===== src/rtl/mc_pkg.sv =====
// Shared encodings for the multi-cycle MIPS-subset controller: opcodes, functs,
// ALU operations, FSM states, instruction classes and pc source codes.
package mc_pkg;

  localparam logic [5:0] OP_RTYPE = 6'h00;
  localparam logic [5:0] OP_J     = 6'h02;
  localparam logic [5:0] OP_BEQ   = 6'h04;
  localparam logic [5:0] OP_ADDI  = 6'h08;
  localparam logic [5:0] OP_ADDIU = 6'h09;
  localparam logic [5:0] OP_ANDI  = 6'h0C;
  localparam logic [5:0] OP_ORI   = 6'h0D;
  localparam logic [5:0] OP_LUI   = 6'h0F;
  localparam logic [5:0] OP_LW    = 6'h23;
  localparam logic [5:0] OP_SW    = 6'h2B;

  localparam logic [5:0] FN_ADDU  = 6'h21;
  localparam logic [5:0] FN_SUBU  = 6'h23;
  localparam logic [5:0] FN_AND   = 6'h24;
  localparam logic [5:0] FN_OR    = 6'h25;
  localparam logic [5:0] FN_SLT   = 6'h2A;

  localparam logic [1:0] PC_SEQ    = 2'b00;
  localparam logic [1:0] PC_BRANCH = 2'b01;
  localparam logic [1:0] PC_JUMP   = 2'b10;

  typedef enum logic [3:0] {
    ALU_ADD = 4'd0,
    ALU_SUB = 4'd1,
    ALU_AND = 4'd2,
    ALU_OR  = 4'd3,
    ALU_SLT = 4'd4,
    ALU_LUI = 4'd5
  } aluop_t;

  typedef enum logic [2:0] {
    S_IF   = 3'd0,
    S_ID   = 3'd1,
    S_EX   = 3'd2,
    S_MEM  = 3'd3,
    S_WB   = 3'd4,
    S_HALT = 3'd5
  } state_t;

  typedef enum logic [2:0] {
    C_RALU,
    C_IALU,
    C_LW,
    C_SW,
    C_BEQ,
    C_J,
    C_ILL
  } iclass_t;

endpackage


===== src/rtl/mc_ctrl_if.sv =====
// Controller <-> datapath bundle: instruction fields and zero flag in,
// enables, selects and debug status out.
interface mc_ctrl_if
  import mc_pkg::*;
#(
  parameter int CNT_W = 32
);

  logic [5:0]       op;
  logic [5:0]       funct;
  logic             zero;

  logic             pc_write;
  logic [1:0]       pc_src;
  logic             ir_write;
  logic             reg_write;
  logic             mem_read;
  logic             mem_write;
  logic             s_ext;
  logic             s_num_write;
  logic             s_b;
  logic             s_wb;
  aluop_t           aluop;
  state_t           state;
  logic             illegal;
  logic [CNT_W-1:0] icount;

  modport master (
    input  op, funct, zero,
    output pc_write, pc_src, ir_write, reg_write, mem_read, mem_write,
           s_ext, s_num_write, s_b, s_wb, aluop, state, illegal, icount
  );

  modport slave (
    output op, funct, zero,
    input  pc_write, pc_src, ir_write, reg_write, mem_read, mem_write,
           s_ext, s_num_write, s_b, s_wb, aluop, state, illegal, icount
  );

endinterface


===== src/rtl/mc_decode.sv =====
// Combinational decoder: classifies op/funct and supplies the ALU-side selects
// (aluop, s_ext, s_b) that stay constant across the EX, MEM and WB steps.
module mc_decode
  import mc_pkg::*;
(
  input  logic [5:0] i_op,
  input  logic [5:0] i_funct,
  output iclass_t    o_class,
  output aluop_t     o_aluop,
  output logic       o_s_ext,
  output logic       o_s_b
);

  always_comb begin
    o_class = C_ILL;
    o_aluop = ALU_ADD;
    o_s_ext = 1'b0;
    o_s_b   = 1'b0;
    case (i_op)
      OP_RTYPE: begin
        o_class = C_RALU;
        case (i_funct)
          FN_ADDU: o_aluop = ALU_ADD;
          FN_SUBU: o_aluop = ALU_SUB;
          FN_AND:  o_aluop = ALU_AND;
          FN_OR:   o_aluop = ALU_OR;
          FN_SLT:  o_aluop = ALU_SLT;
          default: o_class = C_ILL;
        endcase
      end
      OP_J: o_class = C_J;
      OP_BEQ: begin
        o_class = C_BEQ;
        o_aluop = ALU_SUB;
      end
      OP_ADDI, OP_ADDIU: begin
        o_class = C_IALU;
        o_s_ext = 1'b1;
        o_s_b   = 1'b1;
      end
      OP_ANDI: begin
        o_class = C_IALU;
        o_aluop = ALU_AND;
        o_s_b   = 1'b1;
      end
      OP_ORI: begin
        o_class = C_IALU;
        o_aluop = ALU_OR;
        o_s_b   = 1'b1;
      end
      OP_LUI: begin
        o_class = C_IALU;
        o_aluop = ALU_LUI;
        o_s_b   = 1'b1;
      end
      OP_LW: begin
        o_class = C_LW;
        o_s_ext = 1'b1;
        o_s_b   = 1'b1;
      end
      OP_SW: begin
        o_class = C_SW;
        o_s_ext = 1'b1;
        o_s_b   = 1'b1;
      end
      default: o_class = C_ILL;
    endcase
  end

endmodule


===== src/rtl/mc_ctrl.sv =====
// Multi-cycle control FSM for the MIPS-subset datapath: sequences IF/ID/EX/MEM/WB,
// drives every enable and select, and counts retired instructions.
module mc_ctrl
  import mc_pkg::*;
#(
  parameter bit TRAP_ILLEGAL = 1'b1,
  parameter int CNT_W        = 32
) (
  input logic       clock,
  input logic       reset,
  mc_ctrl_if.master bus
);

  state_t           r_state;
  state_t           w_next;
  logic [CNT_W-1:0] r_icount;
  logic             w_retire;
  iclass_t          w_class;
  aluop_t           w_aluop;
  logic             w_s_ext;
  logic             w_s_b;

  mc_decode u_decode (
    .i_op    (bus.op),
    .i_funct (bus.funct),
    .o_class (w_class),
    .o_aluop (w_aluop),
    .o_s_ext (w_s_ext),
    .o_s_b   (w_s_b)
  );

  always_ff @(posedge clock) begin
    if (reset) begin
      r_state  <= S_IF;
      r_icount <= '0;
    end else begin
      r_state <= w_next;
      if (w_retire) begin
        r_icount <= r_icount + CNT_W'(1);
      end
    end
  end

  // ALU selects are held from EX through MEM/WB so the address and result paths stay stable.
  always_comb begin
    w_next          = r_state;
    w_retire        = 1'b0;
    bus.pc_write    = 1'b0;
    bus.pc_src      = PC_SEQ;
    bus.ir_write    = 1'b0;
    bus.reg_write   = 1'b0;
    bus.mem_read    = 1'b0;
    bus.mem_write   = 1'b0;
    bus.s_ext       = 1'b0;
    bus.s_num_write = 1'b0;
    bus.s_b         = 1'b0;
    bus.s_wb        = 1'b0;
    bus.aluop       = ALU_ADD;
    bus.illegal     = 1'b0;
    if (!reset) begin
      unique case (r_state)
        S_IF: begin
          bus.ir_write = 1'b1;
          bus.pc_write = 1'b1;
          w_next       = S_ID;
        end
        S_ID: begin
          if (w_class == C_J) begin
            bus.pc_write = 1'b1;
            bus.pc_src   = PC_JUMP;
            w_retire     = 1'b1;
            w_next       = S_IF;
          end else if (w_class == C_ILL) begin
            w_next = TRAP_ILLEGAL ? S_HALT : S_IF;
          end else begin
            w_next = S_EX;
          end
        end
        S_EX: begin
          bus.aluop = w_aluop;
          bus.s_ext = w_s_ext;
          bus.s_b   = w_s_b;
          unique case (w_class)
            C_BEQ: begin
              bus.pc_write = bus.zero;
              bus.pc_src   = PC_BRANCH;
              w_retire     = 1'b1;
              w_next       = S_IF;
            end
            C_LW, C_SW:     w_next = S_MEM;
            C_RALU, C_IALU: w_next = S_WB;
            default:        w_next = S_IF;
          endcase
        end
        S_MEM: begin
          bus.aluop = w_aluop;
          bus.s_ext = w_s_ext;
          bus.s_b   = w_s_b;
          if (w_class == C_LW) begin
            bus.mem_read = 1'b1;
            w_next       = S_WB;
          end else begin
            bus.mem_write = 1'b1;
            w_retire      = 1'b1;
            w_next        = S_IF;
          end
        end
        S_WB: begin
          bus.aluop       = w_aluop;
          bus.s_ext       = w_s_ext;
          bus.s_b         = w_s_b;
          bus.reg_write   = 1'b1;
          bus.s_num_write = (w_class == C_RALU);
          bus.s_wb        = (w_class == C_LW);
          w_retire        = 1'b1;
          w_next          = S_IF;
        end
        S_HALT: begin
          bus.illegal = 1'b1;
          w_next      = S_HALT;
        end
        default: w_next = S_IF;
      endcase
    end
  end

  assign bus.state  = r_state;
  assign bus.icount = r_icount;

endmodule


===== src/flat_wrapper.sv =====
// flat-port wrapper written by rule: the top's interface ports become plain ports
module mc_ctrl_flat import mc_pkg::*;
#(
  parameter bit TRAP_ILLEGAL = 1'b1,
  parameter int CNT_W        = 32
)
  (clock, reset, bus_op, bus_funct, bus_zero, bus_pc_write, bus_pc_src, bus_ir_write, bus_reg_write, bus_mem_read, bus_mem_write, bus_s_ext, bus_s_num_write, bus_s_b, bus_s_wb, bus_aluop, bus_state, bus_illegal, bus_icount);
  mc_ctrl_if #(.CNT_W(CNT_W)) bus_i ();
  input logic clock;
  input logic reset;
  input wire logic [$bits(bus_i.op)-1:0] bus_op;
  input wire logic [$bits(bus_i.funct)-1:0] bus_funct;
  input wire logic [$bits(bus_i.zero)-1:0] bus_zero;
  output wire logic [$bits(bus_i.pc_write)-1:0] bus_pc_write;
  output wire logic [$bits(bus_i.pc_src)-1:0] bus_pc_src;
  output wire logic [$bits(bus_i.ir_write)-1:0] bus_ir_write;
  output wire logic [$bits(bus_i.reg_write)-1:0] bus_reg_write;
  output wire logic [$bits(bus_i.mem_read)-1:0] bus_mem_read;
  output wire logic [$bits(bus_i.mem_write)-1:0] bus_mem_write;
  output wire logic [$bits(bus_i.s_ext)-1:0] bus_s_ext;
  output wire logic [$bits(bus_i.s_num_write)-1:0] bus_s_num_write;
  output wire logic [$bits(bus_i.s_b)-1:0] bus_s_b;
  output wire logic [$bits(bus_i.s_wb)-1:0] bus_s_wb;
  output wire logic [$bits(bus_i.aluop)-1:0] bus_aluop;
  output wire logic [$bits(bus_i.state)-1:0] bus_state;
  output wire logic [$bits(bus_i.illegal)-1:0] bus_illegal;
  output wire logic [$bits(bus_i.icount)-1:0] bus_icount;
  assign bus_i.op = bus_op;
  assign bus_i.funct = bus_funct;
  assign bus_i.zero = bus_zero;
  assign bus_pc_write = bus_i.pc_write;
  assign bus_pc_src = bus_i.pc_src;
  assign bus_ir_write = bus_i.ir_write;
  assign bus_reg_write = bus_i.reg_write;
  assign bus_mem_read = bus_i.mem_read;
  assign bus_mem_write = bus_i.mem_write;
  assign bus_s_ext = bus_i.s_ext;
  assign bus_s_num_write = bus_i.s_num_write;
  assign bus_s_b = bus_i.s_b;
  assign bus_s_wb = bus_i.s_wb;
  assign bus_aluop = bus_i.aluop;
  assign bus_state = bus_i.state;
  assign bus_illegal = bus_i.illegal;
  assign bus_icount = bus_i.icount;
  mc_ctrl #(.TRAP_ILLEGAL(TRAP_ILLEGAL), .CNT_W(CNT_W)) u_core (.clock(clock), .reset(reset), .bus(bus_i));
endmodule

===== config.mk =====
export PLATFORM = sky130hd
export DESIGN_NAME = mc_ctrl_flat
export DESIGN_NICKNAME = d
export VERILOG_FILES = /design/src/rtl/mc_pkg.sv /design/src/rtl/mc_ctrl_if.sv /design/src/rtl/mc_decode.sv /design/src/rtl/mc_ctrl.sv /design/src/flat_wrapper.sv
export SDC_FILE = /design/constraint.sdc
export NUM_CORES = 1
export LEC_CHECK = 0
export BUFFER_PORTS_ARGS = -buffer_cell sky130_fd_sc_hd__buf_2
export CORE_UTILIZATION = 45
export DETAILED_ROUTE_END_ITERATION = 6
export MAX_ROUTING_LAYER = met4
export PLACE_DENSITY = 0.72
export SETUP_SLACK_MARGIN = 0.4
export SLEW_MARGIN = 25
export SYNTH_ARGS = -nofsm -noshare
export SYNTH_HDL_FRONTEND = slang
export SYNTH_SLANG_ARGS = --single-unit

===== constraint.sdc =====
create_clock -name clock -period 1.89 [get_ports clock]
set_input_delay 0.2835 -clock clock [delete_from_list [all_inputs] [get_ports clock]]
set_output_delay 0.2835 -clock clock [all_outputs]
set_load 0.01 [all_outputs]

**Word level (Yosys, flattened, before mapping)**

Index checks and enable logic that the tools add are counted.

- Add/sub/neg operators: 1
- $mul: 0
- Divide/modulo/power cells: 0
- Magnitude comparators: 0
- Equality and inequality tests: 25
- Shifts and indexed selects: 0
- Mux-type cells: 44
- Bitwise operators: 0
- Reduce and logical (&&, ||, !) cells: 10

Operators by type and width:

| operator | count |
|---|---|
| $eq 6x6->1 const B | 7 |
| $add 32x1->32 const B | 1 |
| $eq 6x4->1 const B | 5 |
| $pmux 3 s5 | 2 |
| $mux 1 | 28 |
| $pmux 3 s6 | 1 |
| $eq 3x3->1 const B | 5 |
| $mux 3 | 5 |
| $eq 3x2->1 const B | 4 |
| $pmux 3 s4 | 1 |
| $reduce_or 5->1 | 2 |
| $reduce_or 7->1 | 1 |
| $eq 3x1->1 const B | 2 |
| $eq 6x2->1 const B | 1 |
| $eq 6x3->1 const B | 1 |
| $logic_not 3->1 | 2 |
| $logic_not 6->1 | 1 |
| $pmux 3 s2 | 1 |
| $mux 2 | 2 |
| $mux 4 | 1 |
| $pmux 1 s4 | 1 |
| $pmux 2 s2 | 1 |
| $reduce_or 2->1 | 2 |
| $reduce_or 4->1 | 1 |
| other kinds (2) | 2 |

- Register bits: 35
- Latch bits: 0
- Bits in writable memories: 0
- ROM bits: 0
- Word-level logic and storage cells: 82
- Memories: 0

**Longest topological paths before layout**

Gate-level depths: netlist (run 1).

- Word-level depth: 8
- Gate-level depth with buffers: 8

**Modules after synthesis**

Synthesis (run 1) repeated with hierarchy kept, for this count alone.

- Cell total of the unflattened synthesis: 295
- Area total of the unflattened synthesis: 2244.7 um^2

Modules (own cells, without submodules):

| module | instances | cells each | area an instance (um^2) |
|---|---|---|---|
| mc_ctrl | 1 | 247 | 1939.4 |
| mc_decode | 1 | 48 | 305.3 |

**Least setup slack after synthesis (run 1)**

Ideal clock, no wire load.

- Path type: register -> register
- Start point: register u_core.r_state[2], in the netlist u_core.bus.state[2]
- End point: register u_core.r_icount[28], in the netlist u_core.bus.icount[28]
- Setup time: 123 ps
- Data arrival time: 1990 ps
- Required time: 1767 ps
- Slack: -224 ps
- Stages on the path, launching flop included: 8
- Buffers on the path: 2
- Clock period less this slack: 2114 ps
- Cells stage by stage: dfxtp_1 -> buf_4 -> nor2b_1 -> nor2_1 -> a211o_1 -> buf_6 -> a2111oi_4 -> mux2_1

- Word-level cells in the longest chain between the ends: 3
- Elaborated cells between the ends (all ways): 6
- Classes of those cells: eq/ne: 4; mux: 2

RTL lines:

| element | line | text |
|---|---|---|
| start: declaration | mc_ctrl.sv:14 | `state_t r_state;` |
| start signal: assignment | mc_ctrl.sv:37 | `r_state <= w_next;` |
| $eq 3x3->1, or another cell as far along | mc_ctrl.sv:61 | `unique case (r_state)` |
| $pmux 1 s4 (*) | mc_ctrl.sv:61 |  |
| $mux 1 (*) | mc_ctrl.sv:60 | `if (!reset) begin` |
| end signal: assignment | mc_ctrl.sv:39 | `r_icount <= r_icount + CNT_W'(1);` |
| end: declaration | mc_ctrl.sv:16 | `logic [CNT_W-1:0] r_icount;` |

Mark *: on every way between the ends. The rest lies on a longest branch, timed or not.
A chain may end at the register's enable or synchronous reset.

**Worst setup path in the final report (run 1)**

- Start point: register u_core.r_icount[11], in the netlist u_core.bus.icount[11]
- End point: register u_core.r_icount[25], in the netlist u_core.bus.icount[25]

- Word-level cells in the longest chain between the ends: 1

RTL lines:

| element | line |
|---|---|
| $add 32x1->32 | mc_ctrl.sv:39 |

Every way passes these cells.

==> results.json, run 1 <==
{
  "vias_per_cell": 6.10,
  "drt_wl_total_um": 11200,
  "ys_ff_latch": 35,
  "critPathMaxStageDelay_ns": 0.45,
  "htreeDepth": 2,
  "fin_nets": 488,
  "yosys-top-cells-area": "dfxtp_1 (27%), mux2_2 (11%), nor2_1 (7.4%), nor2b_1 (7.4%), a21oi_1 (4.8%)",
  "ys_types": 57,
  "pwr-share-clk_pct": 35.7,
  "r2r_start": "u_core.bus.icount[11]$_SDFFE_PP0P_",
  "slew_viol_final": 0,
  "sequentialPowerShare_pct": 37.4,
  "avgSynthCellArea_sq_um": 7.88,
  "cts_tree": "yes",
  "initial_utilization_pct": 47.0,
  "worstPathArrival_ns": 2.37,
  "fin_hold_ws_ns": 0.304,
  "synth-edff-count": 0,
  "rsz0062_at_grt": "true",
  "final_common_cell": "buf_4",
  "drive_above_1_share_pct": 60.0,
  "syn2layout_area_growth_pct": 80.0,
  "crit_family": "simple AND/OR/NAND/NOR gates",
  "first_pass_iters": 5,
  "synthArstFlopShare_pct": 0,
  "gp_congestion": 0.893,
  "critPathRequiredTime_ns": 2.08,
  "row_count": 27,
  "die_w_um": 78.3,
  "hold_class": "in2reg",
  "path_buf_inv": 0,
  "postCtsHoldBufs": 0,
  "slew_headroom_pct": 55.2,
  "synth-seq-area-share_pct": 26.7,
  "grt_pass1_vias": 3176,
  "setup_ws_ns": -0.285,
  "grtUsageTotal_pct": 33.9,
  "fin_util_pct": 84.7,
  "grt_remaining_overflow": 0,
  "io_pins": 66,
  "combPwrFrac_pct": 26.9,
  "switching_share_pct": 29.9,
  "worstSetupStartpoint": "u_core.bus.icount[11]$_SDFFE_PP0P_",
  "violations": "negative setup slack",
  "outcome": "complete, but fails checks",
  "finalInstanceArea_sq_mm": 0.00472,
  "worstPathCellList": "nand4_1 > nor4_4 > nand2_2 > a2111oi_4 > mux2_4",
  "cap_violations": 0,
  "clock_path_buffers": 2,
  "postPlaceCellArea_sq_mm": 0.00365,
  "root_buffer": "clkbuf_8",
  "clk_pin_slew_ns": 0.08,
  "skew_ns": 0.00622,
  "syn_inst": 333,
  "cts_made_buffers": 5,
  "ys_warn_count": 0,
  "wl_per_cell_um": 20.5,
  "portBuffers": 64,
  "slowest_stage": "nor4_4",
  "fmax_mhz": 460,
  "clk_latency_ns": 0.30,
  "synth_area_sq_mm": 0.00262,
  "power_mw": 2.04,
  "vias": 3324,
  "p_leak_nw": 1.91,
  "grt_max_degree": 66,
  "die-area_sq_mm": 0.00614,
  "mostFrequentLayoutCells": "buf_4 (66), buf_2 (56), nor2_1 (47)",
  "die-height_um": 78.3,
  "hold_viol": 0,
  "final_cells": 545,
  "synth_ff_type": "dfxtp_1",
  "tightest_slew_ns": 0.673,
  "peakVddDrop_v": 0.000473,
  "min-delay-start": "reset",
  "antenna_found_initial": 0,
  "end_kind": "register",
  "grt_pass1_wl_um": 15800,
  "min_period_ns": 2.18,
  "synth_top_area_share_pct": 26.7,
  "syn_nets": 349,
  "cts_sinks": 35,
  "hpwlAfterDp_um": 5340,
  "crit_path_max_fanout": 6,
  "place_inst": 510,
  "finalSetupViolCount": 40,
  "power.density_mw_per_mm2": 432,
  "finalCritPeriodShare_pct": 115,
  "critPathLaunchType": "register",
  "yosysTopAreaCell": "dfxtp_1",
  "ant_nets": 0,
  "power.switching_mw": 0.611,
  "intPower_mw": 1.43,
  "diodes": 0,
  "first_iter_violations": 242,
  "crit_type": "reg2reg",
  "core-area_sq_mm": 0.00557,
  "drc": 0
}
[worst paths after layout]
path	cells past startpoint	slack [ns]	endpoint
worst min register to register	2	0.57	u_core.bus.icount[1]$_SDFFE_PP0P_
worst min-delay path	2	0.30	u_core.bus.state[1]$_SDFF_PP0_
worst max register to register	5	-0.29	u_core.bus.icount[25]$_SDFFE_PP0P_
worst max-delay path	5	-0.29	u_core.bus.icount[25]$_SDFFE_PP0P_
[synthesized netlist by cell type (all sizes together), types with 2 or more instances]
cell and count:
a2111oi 5, a211oi 8, a21oi 25, and2 2, and3 4, buf 13
clkbuf 14, dfxtp 35, inv 9, mux2 30, nand2 18, nand2b 5
nand3 17, nand3b 2, nand4 12, nand4b 3, nor2 53, nor2b 31
nor3 10, nor3b 2, nor4 4, o21a 2, o21ai 5, or3 3
[cell families after synthesis]
kind of cell	after synthesis	synth area share (%)
buffers and inverters	36	7.06
AO/OA/AOI/OAI	58	16.7
AND/OR/NAND/NOR	171	35.6
multiplexers	30	12.9
XOR/XNOR	1	0.334
other	1	0.143
adder cells (fa/ha/maj)	1	0.477
flip-flops	35	26.7
[power groups by stage]
stage	clock [mW]	combinational [mW]	sequential (mW)
2_1_floorplan	0	0.231	0.777
3_3_place_gp	0	0.344	0.775
3_5_place_dp	0	0.353	0.775
4_1_cts	0.719	0.463	0.757
5_1_grt	0.750	0.577	0.764
6_report	0.728	0.549	0.763
[flip-flops by register name (all words and copies together) (netlist names)]
signal             flops
u_core.bus.state       3
u_core.bus.icount     32
[final cells by class]
cell class	instances	area, sq um
multi-input cells	262	2470
well taps	72	90.1
flip-flops and latches	35	718
clock inverters	2	35.0
clock buffers	6	82.6
repair buffers	159	1290
fillers	276	855
inverters	9	33.8
[layer usage]
layer	vias up	track usage (%)	wire length (um)
li1	1462	-	-
met1	1618	38.4	4400
met2	189	59.0	5510
met3	55	4.42	656
met4	0	16.1	626
met5	-	-	0
[per-stage QoR]
step / TNS, ns / setup WS, ns
after floorplan: -1.01 / -0.0879
after global placement: -4.81 / -0.231
after detailed placement: -5.68 / -0.283
after CTS: -3.88 / -0.272
after global routing: -6.44 / -0.318
final: -5.41 / -0.285
[what timing repair did]
item,in CTS,in global routing
setup buffers,13,10
gates cloned,4,0
gates resized for setup,91,45
endpoints found under the setup margin,49,50
pin swaps,28,26
Note: power is estimated with default switching activity, not from simulation.
==> inputs of run 2 (changes only) <==
- SKIP_LAST_GASP: default -> 1
==> run 2 against run 1 <==
Compared with the run above: highest routed layer unchanged; critical endpoint is now u_core.bus.icount[10]$_SDFFE_PP0P_; non-clock buffer count fell by 5; sequential power barely moved; flip-flop and latch count did not move; the flow still finishes with violations (negative setup slack).
==> results.json, run 2 (synthesis gave the netlist of run 1 again) <==
{
  "setup_ws_ns": -0.282,
  "end_kind": "register",
  "core-area_sq_mm": 0.00557,
  "final_common_cell": "buf_4",
  "root_buffer": "clkbuf_8",
  "crit_path_max_fanout": 5,
  "hold_class": "in2reg",
  "hpwlAfterDp_um": 5340,
  "drt_wl_total_um": 11000,
  "violations": "negative setup slack",
  "largest_reg_flops": 32,
  "syn2layout_area_growth_pct": 74.1,
  "drive_above_1_share_pct": 58.8,
  "min_period_ns": 2.17,
  "final_cells": 540,
  "first_iter_violations": 269,
  "finalSetupViolCount": 41,
  "rr_worst_depth": 6,
  "outcome": "complete, but fails checks",
  "rrSetupSlack_ns": -0.28,
  "combPwrFrac_pct": 26.1,
  "clk_latency_ns": 0.30,
  "finalCritPeriodShare_pct": 115,
  "min-delay-start": "reset",
  "slew_viol_final": 0,
  "skew_ns": 0.00940,
  "fin_nets": 483,
  "tightest_slew_ns": 0.673,
  "cts_tree": "yes",
  "grtUsageTotal_pct": 34.4,
  "place_inst": 510,
  "switching_share_pct": 30.0,
  "first_pass_iters": 5,
  "grt_max_degree": 66,
  "slew_headroom_pct": 55.1,
  "diodes": 0,
  "sequentialPowerShare_pct": 37.7,
  "vias": 3291,
  "pwr-share-clk_pct": 36.2,
  "critPathLaunchType": "register",
  "power.density_mw_per_mm2": 442,
  "setup_tns_ns": -6.21,
  "crit_type": "reg2reg",
  "min_to": "u_core.bus.state[1]$_SDFF_PP0_",
  "initial_utilization_pct": 47.0,
  "die-height_um": 78.3,
  "ant_nets": 0,
  "hold_viol": 0,
  "peakVddDrop_v": 0.000537,
  "cap_violations": 0,
  "row_count": 27,
  "grt_pass1_wl_um": 16200,
  "cts_made_buffers": 5,
  "wl_per_cell_um": 20.3,
  "htreeDepth": 2,
  "worstPathArrival_ns": 2.37,
  "intPower_mw": 1.41,
  "p_leak_nw": 1.88,
  "drc": 0,
  "power.switching_mw": 0.606,
  "nFillCells": 294,
  "clock_path_buffers": 2,
  "holdPathStages": 2,
  "mostFrequentLayoutCells": "buf_4 (68), buf_2 (58), nor2_1 (48)",
  "critPathRequiredTime_ns": 2.08,
  "gp_congestion": 0.893,
  "rsz0062_at_grt": "true",
  "fmax_mhz": 460,
  "cts_sinks": 35,
  "rr_endpoint": "u_core.bus.icount[10]$_SDFFE_PP0P_",
  "grt_pass1_vias": 3269,
  "portBuffers": 64,
  "die-area_sq_mm": 0.00614,
  "antenna_found_initial": 0,
  "vias_per_cell": 6.09,
  "clk_pin_slew_ns": 0.08,
  "die_w_um": 78.3,
  "grt_remaining_overflow": 0,
  "io_pins": 66,
  "r2r_start": "u_core.bus.state[0]$_SDFF_PP0_"
}
run 2: cell count changes in the layout (fill, tap and decap cells not counted), sizes merged:
cell and delta:
buf -4, clkbuf -1
run 2: critical path: stages (launching register included):
cell	delay, ns
dfxtp_2	0.34
nand2b_1	0.20
o21a_1	0.26
a211o_4	0.34
buf_12	0.17
a2111oi_4	0.39
mux2_4	0.35
run 2: worst max path at each step:
stage,startpoint,end,depth (start not counted)
2_1_floorplan,u_core.bus.state[2]$_SDFF_PP0_,u_core.bus.icount[28]$_SDFFE_PP0P_,7
3_3_place_gp,bus_op[0],u_core.bus.icount[21]$_SDFFE_PP0P_,7
3_5_place_dp,bus_op[3],u_core.bus.icount[6]$_SDFFE_PP0P_,7
4_1_cts,u_core.bus.state[2]$_SDFF_PP0_,bus_aluop[2],7
5_1_grt,u_core.bus.icount[14]$_SDFFE_PP0P_,u_core.bus.icount[27]$_SDFFE_PP0P_,5
6_report,u_core.bus.state[0]$_SDFF_PP0_,u_core.bus.icount[10]$_SDFFE_PP0P_,6
run 2: routing by layer:
layer  wire (um)  track usage (%)
met5           0                -
met4         538             19.3
met3         716             5.93
met2        5440             58.9
met1        4280             37.9
run 2: through the flow:
step / hold WS, ns / cell area [sq um] / power (mW) / util [%] / worst slack [ns]
after floorplan: 0.521 / 2920 / 1.01 / - / -0.0879
after global placement: 0.527 / 3650 / 1.12 / 65.4 / -0.231
after detailed placement: 0.542 / 3650 / 1.13 / 65.4 / -0.283
after CTS: 0.276 / 4390 / 1.94 / 78.7 / -0.272
after global routing: 0.265 / 4570 / 2.08 / 81.9 / -0.322
final: 0.247 / 4570 / 2.02 / 81.9 / -0.282
run 2: timing repair:
item	4_1_cts	5_1_grt
buffers inserted	13	5
hold buffers	0	0
pin swaps	28	20
cloned	4	0
resized for setup	84	28
hold endpoints to repair	0	0
setup endpoints to repair	49	50
run 2: cell type report:
class	instances	area [sq um]	area share, %
Clock buffer	6	82.6	1.81
Tap cell	72	90.1	1.97
Clock inverter	2	35.0	0.767
Multi-Input combinational cell	262	2380	52.1
Timing Repair Buffer	154	1230	26.9
Sequential cell	35	719	15.8
Inverter	9	33.8	0.740
run 2: power groups by stage:
stage,sequential (mW),clock [mW],combinational [mW]
finish,0.762,0.732,0.527
global route,0.763,0.766,0.548
CTS,0.757,0.719,0.461
detailed placement,0.775,0,0.353
global placement,0.775,0,0.344
floorplan,0.777,0,0.231
==> inputs of run 3 (changes only) <==
- PLACE_DENSITY: 0.72 -> 0.71
- SKIP_LAST_GASP: 1 -> default
- SYNTH_HIERARCHICAL: default -> 1
- clock period: 1.89 -> 2 ns (I/O delays scaled with it)
==> run 3 against run 2 <==
Compared with the run above: the run still ends with negative setup slack left; flip-flop and latch count is the same; highest routed layer unchanged; global-route usage shrank 9.6 points; critical path type is now in2reg; largest cell class unchanged; utilization shrank 8.4 points; combinational power shrank 22%; critical endpoint is now u_core/bus.icount[21]$_SDFFE_PP0P_.
==> results.json, run 3 <==
{
  "worstPathCellList": "buf_8 > buf_6 > nor3_4 > buf_4 > nand4_1 > nand3_4 > nor2b_4 > o311ai_4 > buf_6 > o211ai_4 > or4_4 > a21oi_2",
  "grtUsageTotal_pct": 24.9,
  "yosysMostFrequentCell": "dfxtp_1",
  "crit_family": "simple AND/OR/NAND/NOR gates",
  "critPathCapture": "u_core/bus.icount[21]$_SDFFE_PP0P_",
  "critPathLaunchType": "input pin",
  "synth_top_area_share_pct": 31.2,
  "peakVddDrop_v": 0.000367,
  "core-area_sq_mm": 0.00475,
  "io_pins": 66,
  "path_buf_inv": 4,
  "grt_remaining_overflow": 0,
  "die_w_um": 72.6,
  "cp.depth": 12,
  "clk_latency_ns": 0.29,
  "hold_class": "reg2reg",
  "syn_inst": 295,
  "root_buffer": "clkbuf_8",
  "cts_sinks": 35,
  "drive_above_1_share_pct": 43.8,
  "vias": 2732,
  "violations": "negative setup slack",
  "wl_per_cell_um": 14.3,
  "portBuffers": 64,
  "setup_tns_ns": -5.31,
  "rr_endpoint": "u_core/bus.icount[24]$_SDFFE_PP0P_",
  "synth_area_sq_mm": 0.00224,
  "syn2layout_area_growth_pct": 55.7,
  "slowest_stage": "or4_4",
  "fmax_mhz": 445,
  "first_pass_iters": 4,
  "slew_viol_final": 0,
  "ys_warn_count": 6,
  "diodes": 0,
  "setup_ws_ns": -0.245,
  "finalSetupViolCount": 44,
  "synthArstFlopShare_pct": 0,
  "power.density_mw_per_mm2": 501,
  "gp_congestion": 0.867,
  "synth_ff_type": "dfxtp_1",
  "hold_viol": 0,
  "p_leak_nw": 1.41,
  "final_cells": 478,
  "die-area_sq_mm": 0.00527,
  "rr_worst_depth": 5,
  "yosys-top-cells-count": "dfxtp_1 (35), a21oi_1 (33), nor2_1 (27)",
  "grt_pass1_wl_um": 10100,
  "crit_type": "in2reg",
  "min_period_ns": 2.24,
  "first_iter_violations": 211,
  "rsz0062_at_grt": "true",
  "clk_pin_slew_ns": 0.07,
  "fin_nets": 427,
  "critPathMaxStageDelay_ns": 0.55,
  "crit_path_frequent_cell": "buf_6",
  "nFillCells": 381,
  "drt_wl_total_um": 6850,
  "hpwlAfterDp_um": 4210,
  "initial_utilization_pct": 47.2,
  "yosys-top-cells-area": "dfxtp_1 (31%), a21oi_1 (7.4%), o21ai_0 (5.8%), or3_1 (5.6%), nor2_1 (4.5%)",
  "worstPathArrival_ns": 2.46,
  "drc": 0,
  "outcome": "complete, but fails checks",
  "end_kind": "register",
  "crit_path_max_fanout": 7,
  "finalCritPeriodShare_pct": 112,
  "clock_path_buffers": 2,
  "cts_tree": "yes",
  "ys_types": 55,
  "ys_ff_latch": 35,
  "syn_nets": 311,
  "antenna_found_initial": 0,
  "row_count": 25,
  "mostFrequentLayoutCells": "buf_2 (56), buf_4 (44), dfxtp_1 (32)",
  "cap_violations": 0,
  "synth-edff-count": 0,
  "final_common_cell": "buf_2",
  "rrSetupSlack_ns": 0,
  "largest_reg_flops": 32,
  "htreeDepth": 2,
  "die-height_um": 72.6,
  "avgSynthCellArea_sq_um": 7.61,
  "vias_per_cell": 5.72,
  "place_inst": 455,
  "fin_util_pct": 73.5,
  "critPathRequiredTime_ns": 2.22,
  "ant_nets": 0,
  "grt_max_degree": 36,
  "r2r_start": "u_core/bus.icount[0]$_SDFFE_PP0P_",
  "cts_made_buffers": 5,
  "yosysTopAreaCell": "dfxtp_1",
  "worstSetupStartpoint": "bus_op[2]",
  "synth-seq-area-share_pct": 31.2,
  "skew_ns": 0.00933,
  "grt_pass1_vias": 2295
}
-- run 3: layer usage --
metal	routed length (um)	share of wire, %	GRT usage (%)
met3	306	4.5	4.70
met5	0	0	-
met4	140	2.0	11.1
met1	3000	44	31.2
met2	3400	50	38.8
-- run 3: layout make-up --
type                       instances  area (sq um)  share of cell area (%)
clock inverter                     1          30.0                   0.859
clock buffer                       6          72.6                    2.08
inverter                           7          26.3                   0.752
sequential                        35           709                    20.3
multi-input combinational        236          1660                    47.4
tap                               67          83.8                    2.40
timing repair buffer             126           916                    26.2
-- run 3: kinds of logic after synthesis --
group,share of synthesized area [%]
and+or+nand+nor,35.5
AOI/OAI and AO/OA,23.7
DFF,31.2
buffers and inverters,5.63
xor gates and xnor gates,2.73
adders and majority gates,0.557
other,0.167
muxes,0.446
-- run 3: worst reg2reg max path, cell delays in order, from the launching register on --
cell,delay [ns]
dfxtp_1,0.44
ha_1,0.27
and3_1,0.26
nand3_1,0.28
or4_1,0.55
a21oi_1,0.13
-- run 3: per-stage QoR --
step           hold slack, ns  total power, mW  setup slack, ns  instance area, sq um
2_1_floorplan           0.502            0.921           -0.362                  2330
3_3_place_gp            0.465             1.03           -0.505                  2980
3_5_place_dp            0.480             1.04           -0.567                  2980
4_1_cts                 0.490             1.70           -0.217                  3280
5_1_grt                 0.514             1.82           -0.331                  3500
6_report                0.484             1.75           -0.245                  3500
-- run 3: power by group --
part | internal (mW) | switching (mW)
logic | 0.201 | 0.210
registers | 0.707 | 0.0156
clock network | 0.365 | 0.254
-- run 3: timing repair --
action	CTS	global route
endpoints found under the setup margin	49	48
cloned	0	1
pin swaps	21	25
buffers inserted	8	7
hold buffers	0	0
gates resized for setup	34	42
-- run 3: how the worst min path moves through the flow --
stage,start,end,slack [ns],cells after the start
global placement,u_core/bus.icount[31]$_SDFFE_PP0P_,u_core/bus.icount[31]$_SDFFE_PP0P_,0.46,2
floorplan,u_core/bus.icount[31]$_SDFFE_PP0P_,u_core/bus.icount[31]$_SDFFE_PP0P_,0.50,2
finish,u_core/bus.icount[31]$_SDFFE_PP0P_,u_core/bus.icount[31]$_SDFFE_PP0P_,0.48,2
CTS,u_core/bus.icount[31]$_SDFFE_PP0P_,u_core/bus.icount[31]$_SDFFE_PP0P_,0.49,2
detailed placement,u_core/bus.icount[31]$_SDFFE_PP0P_,u_core/bus.icount[31]$_SDFFE_PP0P_,0.48,2
global route,u_core/bus.icount[31]$_SDFFE_PP0P_,u_core/bus.icount[31]$_SDFFE_PP0P_,0.51,2
